$ cat src/rtl/decim_buf.sv
// Decimating show-ahead FIFO buffer: keeps one FIR sample in every DECIM valid
// samples and presents kept samples over valid/ready with a sticky overflow flag.
module decim_buf #(
  parameter int DECIM = 4,
  parameter int DEPTH = 8
) (
  input  logic                     clk,
  input  logic                     rst,
  input  logic                     in_valid,
  input  logic [11:0]              d,
  output logic [11:0]              out_data,
  output logic                     out_valid,
  input  logic                     out_ready,
  output logic [$clog2(DEPTH):0]   level,
  output logic                     overflow,
  input  logic                     clr_ovf
);

  localparam int AW = $clog2(DEPTH);
  localparam int LW = AW + 1;
  localparam int PW = (DECIM > 1) ? $clog2(DECIM) : 1;

  logic [11:0]   mem [DEPTH];
  logic [PW-1:0] phase_reg;
  logic [AW-1:0] rd_ptr_reg, wr_ptr_reg;
  logic [LW-1:0] level_reg, level_next;
  logic [11:0]   out_data_reg, head_next;
  logic          out_valid_reg;
  logic          overflow_reg;

  logic          kept, full, pop, push;
  logic [AW-1:0] rd_ptr_inc;

  assign kept       = in_valid && (phase_reg == '0);
  assign full       = (level_reg == LW'(DEPTH));
  assign pop        = out_valid_reg && out_ready;
  assign push       = kept && (!full || pop);
  assign rd_ptr_inc = rd_ptr_reg + AW'(1);

  always_comb begin
    level_next = level_reg;
    case ({push, pop})
      2'b10:   level_next = level_reg + LW'(1);
      2'b01:   level_next = level_reg - LW'(1);
      default: level_next = level_reg;
    endcase
  end

  // Head register: the next entry after a pop, or the incoming sample when it
  // lands in an otherwise-empty FIFO; an emptied FIFO keeps the last popped value.
  always_comb begin
    head_next = out_data_reg;
    if (pop && (level_reg > LW'(1)))
      head_next = mem[rd_ptr_inc];
    else if (push && ((level_reg == '0) || (pop && (level_reg == LW'(1)))))
      head_next = d;
  end

  always_ff @(posedge clk) begin
    if (push)
      mem[wr_ptr_reg] <= d;
  end

  always_ff @(posedge clk or posedge rst) begin
    if (rst) begin
      phase_reg     <= '0;
      rd_ptr_reg    <= '0;
      wr_ptr_reg    <= '0;
      level_reg     <= '0;
      out_data_reg  <= '0;
      out_valid_reg <= 1'b0;
      overflow_reg  <= 1'b0;
    end else begin
      if (in_valid) begin
        if (phase_reg == PW'(DECIM - 1))
          phase_reg <= '0;
        else
          phase_reg <= phase_reg + PW'(1);
      end
      if (push)
        wr_ptr_reg <= wr_ptr_reg + AW'(1);
      if (pop)
        rd_ptr_reg <= rd_ptr_inc;
      level_reg     <= level_next;
      out_valid_reg <= (level_next != '0);
      out_data_reg  <= head_next;
      // A drop in the same cycle as a clear leaves the flag set.
      if (kept && full && !pop)
        overflow_reg <= 1'b1;
      else if (clr_ovf)
        overflow_reg <= 1'b0;
    end
  end

  assign out_data  = out_data_reg;
  assign out_valid = out_valid_reg;
  assign level     = level_reg;
  assign overflow  = overflow_reg;

endmodule

$ cat config.mk
export PLATFORM = sky130hd
export DESIGN_NAME = decim_buf
export DESIGN_NICKNAME = d
export VERILOG_FILES = /design/src/rtl/decim_buf.sv
export SDC_FILE = /design/constraint.sdc
export NUM_CORES = 1
export LEC_CHECK = 0
export BUFFER_PORTS_ARGS = -buffer_cell sky130_fd_sc_hd__buf_2
export CAP_MARGIN = 15
export CORE_MARGIN = 8
export CORE_UTILIZATION = 25
export CTS_CLUSTER_SIZE = 16
export DETAILED_ROUTE_END_ITERATION = 16
export PLACE_DENSITY = 0.36
export SYNTH_ARGS = -nofsm -noshare
export SYNTH_HDL_FRONTEND = slang
export SYNTH_SLANG_ARGS = --single-unit
$ cat constraint.sdc
create_clock -name clk -period 5.6 [get_ports clk]
set_clock_uncertainty 0.05 [all_clocks]
set_input_delay 1.12 -clock clk [delete_from_list [all_inputs] [get_ports clk]]
set_output_delay 1.12 -clock clk [all_outputs]
set_load 0.05 [all_outputs]
Word level (Yosys, flattened, before mapping) --
Memory sizes are Yosys's and may differ from the RTL's. Cells that the tools add are included.
Storage, ports and cells: logic and storage cells 44, output and inout bits 18, input bits 17, flip-flop bits (word level) 26, memory bits (writable) 96, memories 1
Memories:
- mem | depth 8, bits a word 12, read ports 1, clocked after memory_dff 0, write ports 1, line 23 | logic [11:0] mem [DEPTH];
Operators by class: order comparisons 1, add/subtract/negate cells 5, reductions and logical operators 17, muxes and demuxes 8, eq/ne operators 5
Operators with widths (number):
- 12-bit two-way mux | 2
- 1-bit logical AND | 8
- 4-bit case mux with 2 select lines | 1
- 3-bit by 1-bit adder with 3-bit output, second input constant | 2
- 4-bit by 1-bit adder with 4-bit output, second input constant | 1
- 2-bit == test, second input constant | 2
- 4-bit by 1-bit == test with 1-bit output, second input constant | 1
- 4-bit == test, second input constant | 1
- 4-bit by 1-bit > comparator with 1-bit output, second input constant | 1
- 4-bit logical NOT | 1
- 1-bit two-way mux | 4
- 2-bit nonzero test | 2
- 4-bit nonzero test | 1
- 4-bit by 1-bit subtractor with 4-bit output, second input constant | 1
- 2-bit by 1-bit adder with 2-bit output, second input constant | 1
- 2-bit by 1-bit == test with 1-bit output, second input constant | 1
- 1-bit logical NOT | 2
- 2-bit logical NOT | 1
- 1-bit logical OR | 2
- 2-bit two-way mux | 1

Logic depth before layout (Yosys ltp) --
depth after elaboration 7, mapped depth 10, mapped depth without buffers 10

Worst setup path before layout --
Ideal clock, no wire load.
path kind input to register, start point input port out_ready, end point memory mem[4][0], enable pin, buffers on the path 1, data arrival time 3.113 ns, stages on the path 4, setup slack 2.019 ns, cell sequence and2_1 -> clkbuf_1 -> o311ai_2 -> nor4b_1
On the way: word-level cells in the longest chain between the ends 5
Ends and longest elaborated chain:
- start: declaration | line 13 | input logic out_ready,
- 1-bit logical AND | line 36 | assign pop = out_valid_reg && out_ready;
- named net pop | line 31 | logic kept, full, pop, push;
- 1-bit logical OR | line 37 | assign push = kept && (!full || pop);
- 1-bit logical AND | line 37
- 1-bit two-way mux | line 60 | if (push)
- 1-bit two-way mux (not written as such) | line 61 | mem[wr_ptr_reg] <= d;
- end: declaration | line 23
The timed path passes the listed nets, and every way through them passes these cells.

Worst setup path in the final report --
start point input port out_ready, end point register out_valid_reg, in the netlist out_valid
On the way: word-level cells in the longest chain between the ends 6
Ends and longest elaborated chain:
- 1-bit logical AND (*) | line 36
- 1-bit logical OR (*) | line 37
- 1-bit logical AND (*) | line 37
- named net push | line 31
- 2-bit by 1-bit == test with 1-bit output or 2-bit == test (tied branches) | line 42 | case ({push, pop})
- 4-bit case mux with 2 select lines (*) | line 42
- named net level_next[3] | line 26 | logic [LW-1:0] level_reg, level_next;
- 4-bit nonzero test (*) | line 85 | out_valid_reg <= (level_next != '0);
- end signal: assignment | line 85
- end: declaration | line 28 | logic out_valid_reg;
The timed path passes the listed nets; every way through them passes the cells marked *. A chain may end at the register's enable or synchronous reset.

==> results.yml <==
routing:
  drtAntennaViolNets: 0
  vias: 3006
  drcViolationCount: 0
  drt_iter0_markers: 141
  wirelength_um: 12600
  avgRoutedWirePerCell_um: 18.4
  avgViaCountPerCell: 4.41
  dr.pass1.iters: 4
yosys:
  syn_inst: 354
  ys_ff_latch: 122
  yosysTopAreaCell: "edfxtp_1"
  yosys-top-cells-area: "edfxtp_1, mux2i_1, dfrtp_1"
  yosysTopAreaCellShare: 0.556
  ys_types: 35
  yosys_warnings: 0
  ys_seq_area_frac: 0.682
  netlist_area_mm2: 0.00518
  synth.net_count: 381
  ys_async_sr_fraction: 0.213
  ys.flop_type: "edfxtp_1"
  syn_avg_cell_area_um2: 14.6
  synth_edf_count: 96
worst_setup_path:
  reg2reg_depth: 9
  worstPathRequired_ps: 5830
  r2r-end: "out_valid"
  timing.rr.start: "level[0]"
  crit_path_end_kind: "flop"
  critPathLaunchType: "input pin"
  cp_max_fo: 8
  cp_data_arrival_time_ps: 3830
  ff2ff_setup_slack_ps: 2320
  cp-startpoint: "out_ready"
  crit_type: "input pin to flop"
layout:
  seq_area_mm2: 0.00353
  diodes: 0
  largest_reg_flops: 96
  nFillCells: 2062
  syn_to_final_growth_pct: 22.0
  utilization: 0.312
  drive_gt1_frac: 0.207
  multi_input_area_mm2: 0.00160
  fin_cells: 681
  stdcell_area_mm2: 0.00632
  nets: 425
sta:
  fin_crit_ps: 3600
  holdWs_ps: 458
  max_slew_margin: 0.235
  fin_ws_ps: 2000
  slew_viol_final: 0
  fin_tns_setup_ps: 0
  hold_viol: 0
  max_freq_ghz: 0.278
  setup_viol: 0
  worst_pin_slew_ps: 1140
  finalCritPeriodShare: 0.642
  rsz0062_at_grt: "no"
power_and_ir_drop:
  max-vdd-ir-drop_mv: 0.289
  finalPower_mw: 3.79
  power_density_mw_per_mm2: 599
  total_leakage_power_nw: 2.42
placed_design:
  place_congestion: 0.703
  place_area_mm2: 0.00577
  place_inst: 648
  place_ws_ps: 1550
  hpwl_um: 7710
  place.port_buffers: 34
floorplan:
  dieArea_mm2: 0.0256
  pin_count: 35
  start_util: 0.255
  fp.dieH_um: 160
  core_mm2: 0.0203
  die_x_um: 160
  fp-row-count: 52
status:
  outcome: "completed"
hold_path:
  hold_depth: 2
  whs_endpoint: "overflow"
  hp-start: "overflow"
  hold_path.class: "flop to flop"
job:
  drv_cap: 0
clock_network:
  h-tree-depth: 4
  tritoncts: "yes"
  clock_latency_ps: 410
  cts_resized: 0
  numCtsBuffers: 17
  clock_path_buffers: 2
  clock-root-buffer: "clkbuf_16"
  clock-sinks: 122
  cts_setup_buffers: 0
  clk_pin_slew_ps: 50
  ctsHoldBuffers: 0
grt:
  grt_pass1_wl_um: 19600
  antenna_found_initial: 0
  grt_pass1_vias: 3305
  overflow: 0
  grt_max_degree: 32
  grt_use_total: 0.103
## cells in the mapped netlist (3+ instances only)
library cell	number
xnor2_1	5
nor3_1	3
o21ai_0	4
mux2i_1	73
ha_1	10
inv_1	11
dfrtp_1	26
o31ai_1	3
clkbuf_1	15
nand4_1	12
buf_2	3
nor2_1	3
nand2_1	16
edfxtp_1	96
nand3_1	50
## placed cells by master (no fill, tap or decap), types with 2 or more instances in the layout
cell type / synthesis / layout
mux2i_1: 73 / 73
buf_2: 3 / 34
nand2_1: 16 / 16
nor3b_2: 0 / 2
clkinv_2: 0 / 2
inv_1: 11 / 11
clkbuf_8: 0 / 4
o31ai_1: 3 / 2
dfrtp_1: 26 / 26
o21ai_0: 4 / 4
nor4_2: 0 / 2
nor3_2: 0 / 2
nand3_1: 50 / 50
clkbuf_1: 15 / 8
ha_1: 10 / 9
edfxtp_1: 96 / 96
clkbuf_16: 0 / 18
nor2b_1: 2 / 2
nor2_1: 3 / 3
buf_4: 0 / 12
xnor2_1: 5 / 4
nand4_1: 12 / 12
## routing by layer
layer / GRT usage / up-vias / share of wire
met3: 0.0334 / 12 / 0.033
met1: 0.134 / 1515 / 0.49
met5: 0 / - / 0
li1: - / 1433 / -
met2: 0.158 / 46 / 0.46
met4: 0.0348 / 0 / 0.014
## logic make-up (layout without fill, tap and decap cells)
logic type      count (synthesis)  after routing  share of synthesized area
flops                         122            122                      0.682
simple gates                   95             95                     0.0949
mux                            73             73                      0.141
buf+inv                        33             90                     0.0263
compound gates                 15             15                     0.0220
fa+ha+maj                      10             10                     0.0241
xor+xnor                        6              6                     0.0101
## layout make-up
| cell class | count | share of cell area |
|---|---|---|
| sequential | 122 | 0.559 |
| timing repair buffer | 47 | 0.0429 |
| multi-input combinational | 199 | 0.252 |
| inverter | 11 | 0.00653 |
| clock inverter | 2 | 0.00158 |
| tap | 270 | 0.0534 |
| clock buffer | 30 | 0.0847 |
## power breakdown
group          internal (mW)  total (mW)  switching (mW)
combinational          0.554        1.55           0.999
clock                  0.638        1.00           0.362
sequential              1.13        1.24           0.113
total                   2.32        3.79            1.47
## worst max path at each step
stage                 to  slack, ps
2_1_floorplan  mem[4][0]       2020
3_3_place_gp   out_valid       1640
3_5_place_dp   out_valid       1550
4_1_cts        out_valid       2010
5_1_grt        out_valid       1800
6_report       out_valid       2000
## worst max-delay path, stage by stage
cell      delay [ps]
buf_2            100
and2_1           250
o311ai_2         760
inv_1            230
ha_1             330
a221o_1          330
a22o_1           190
or4_1            510
Note: power is estimated with default switching activity, not from simulation.
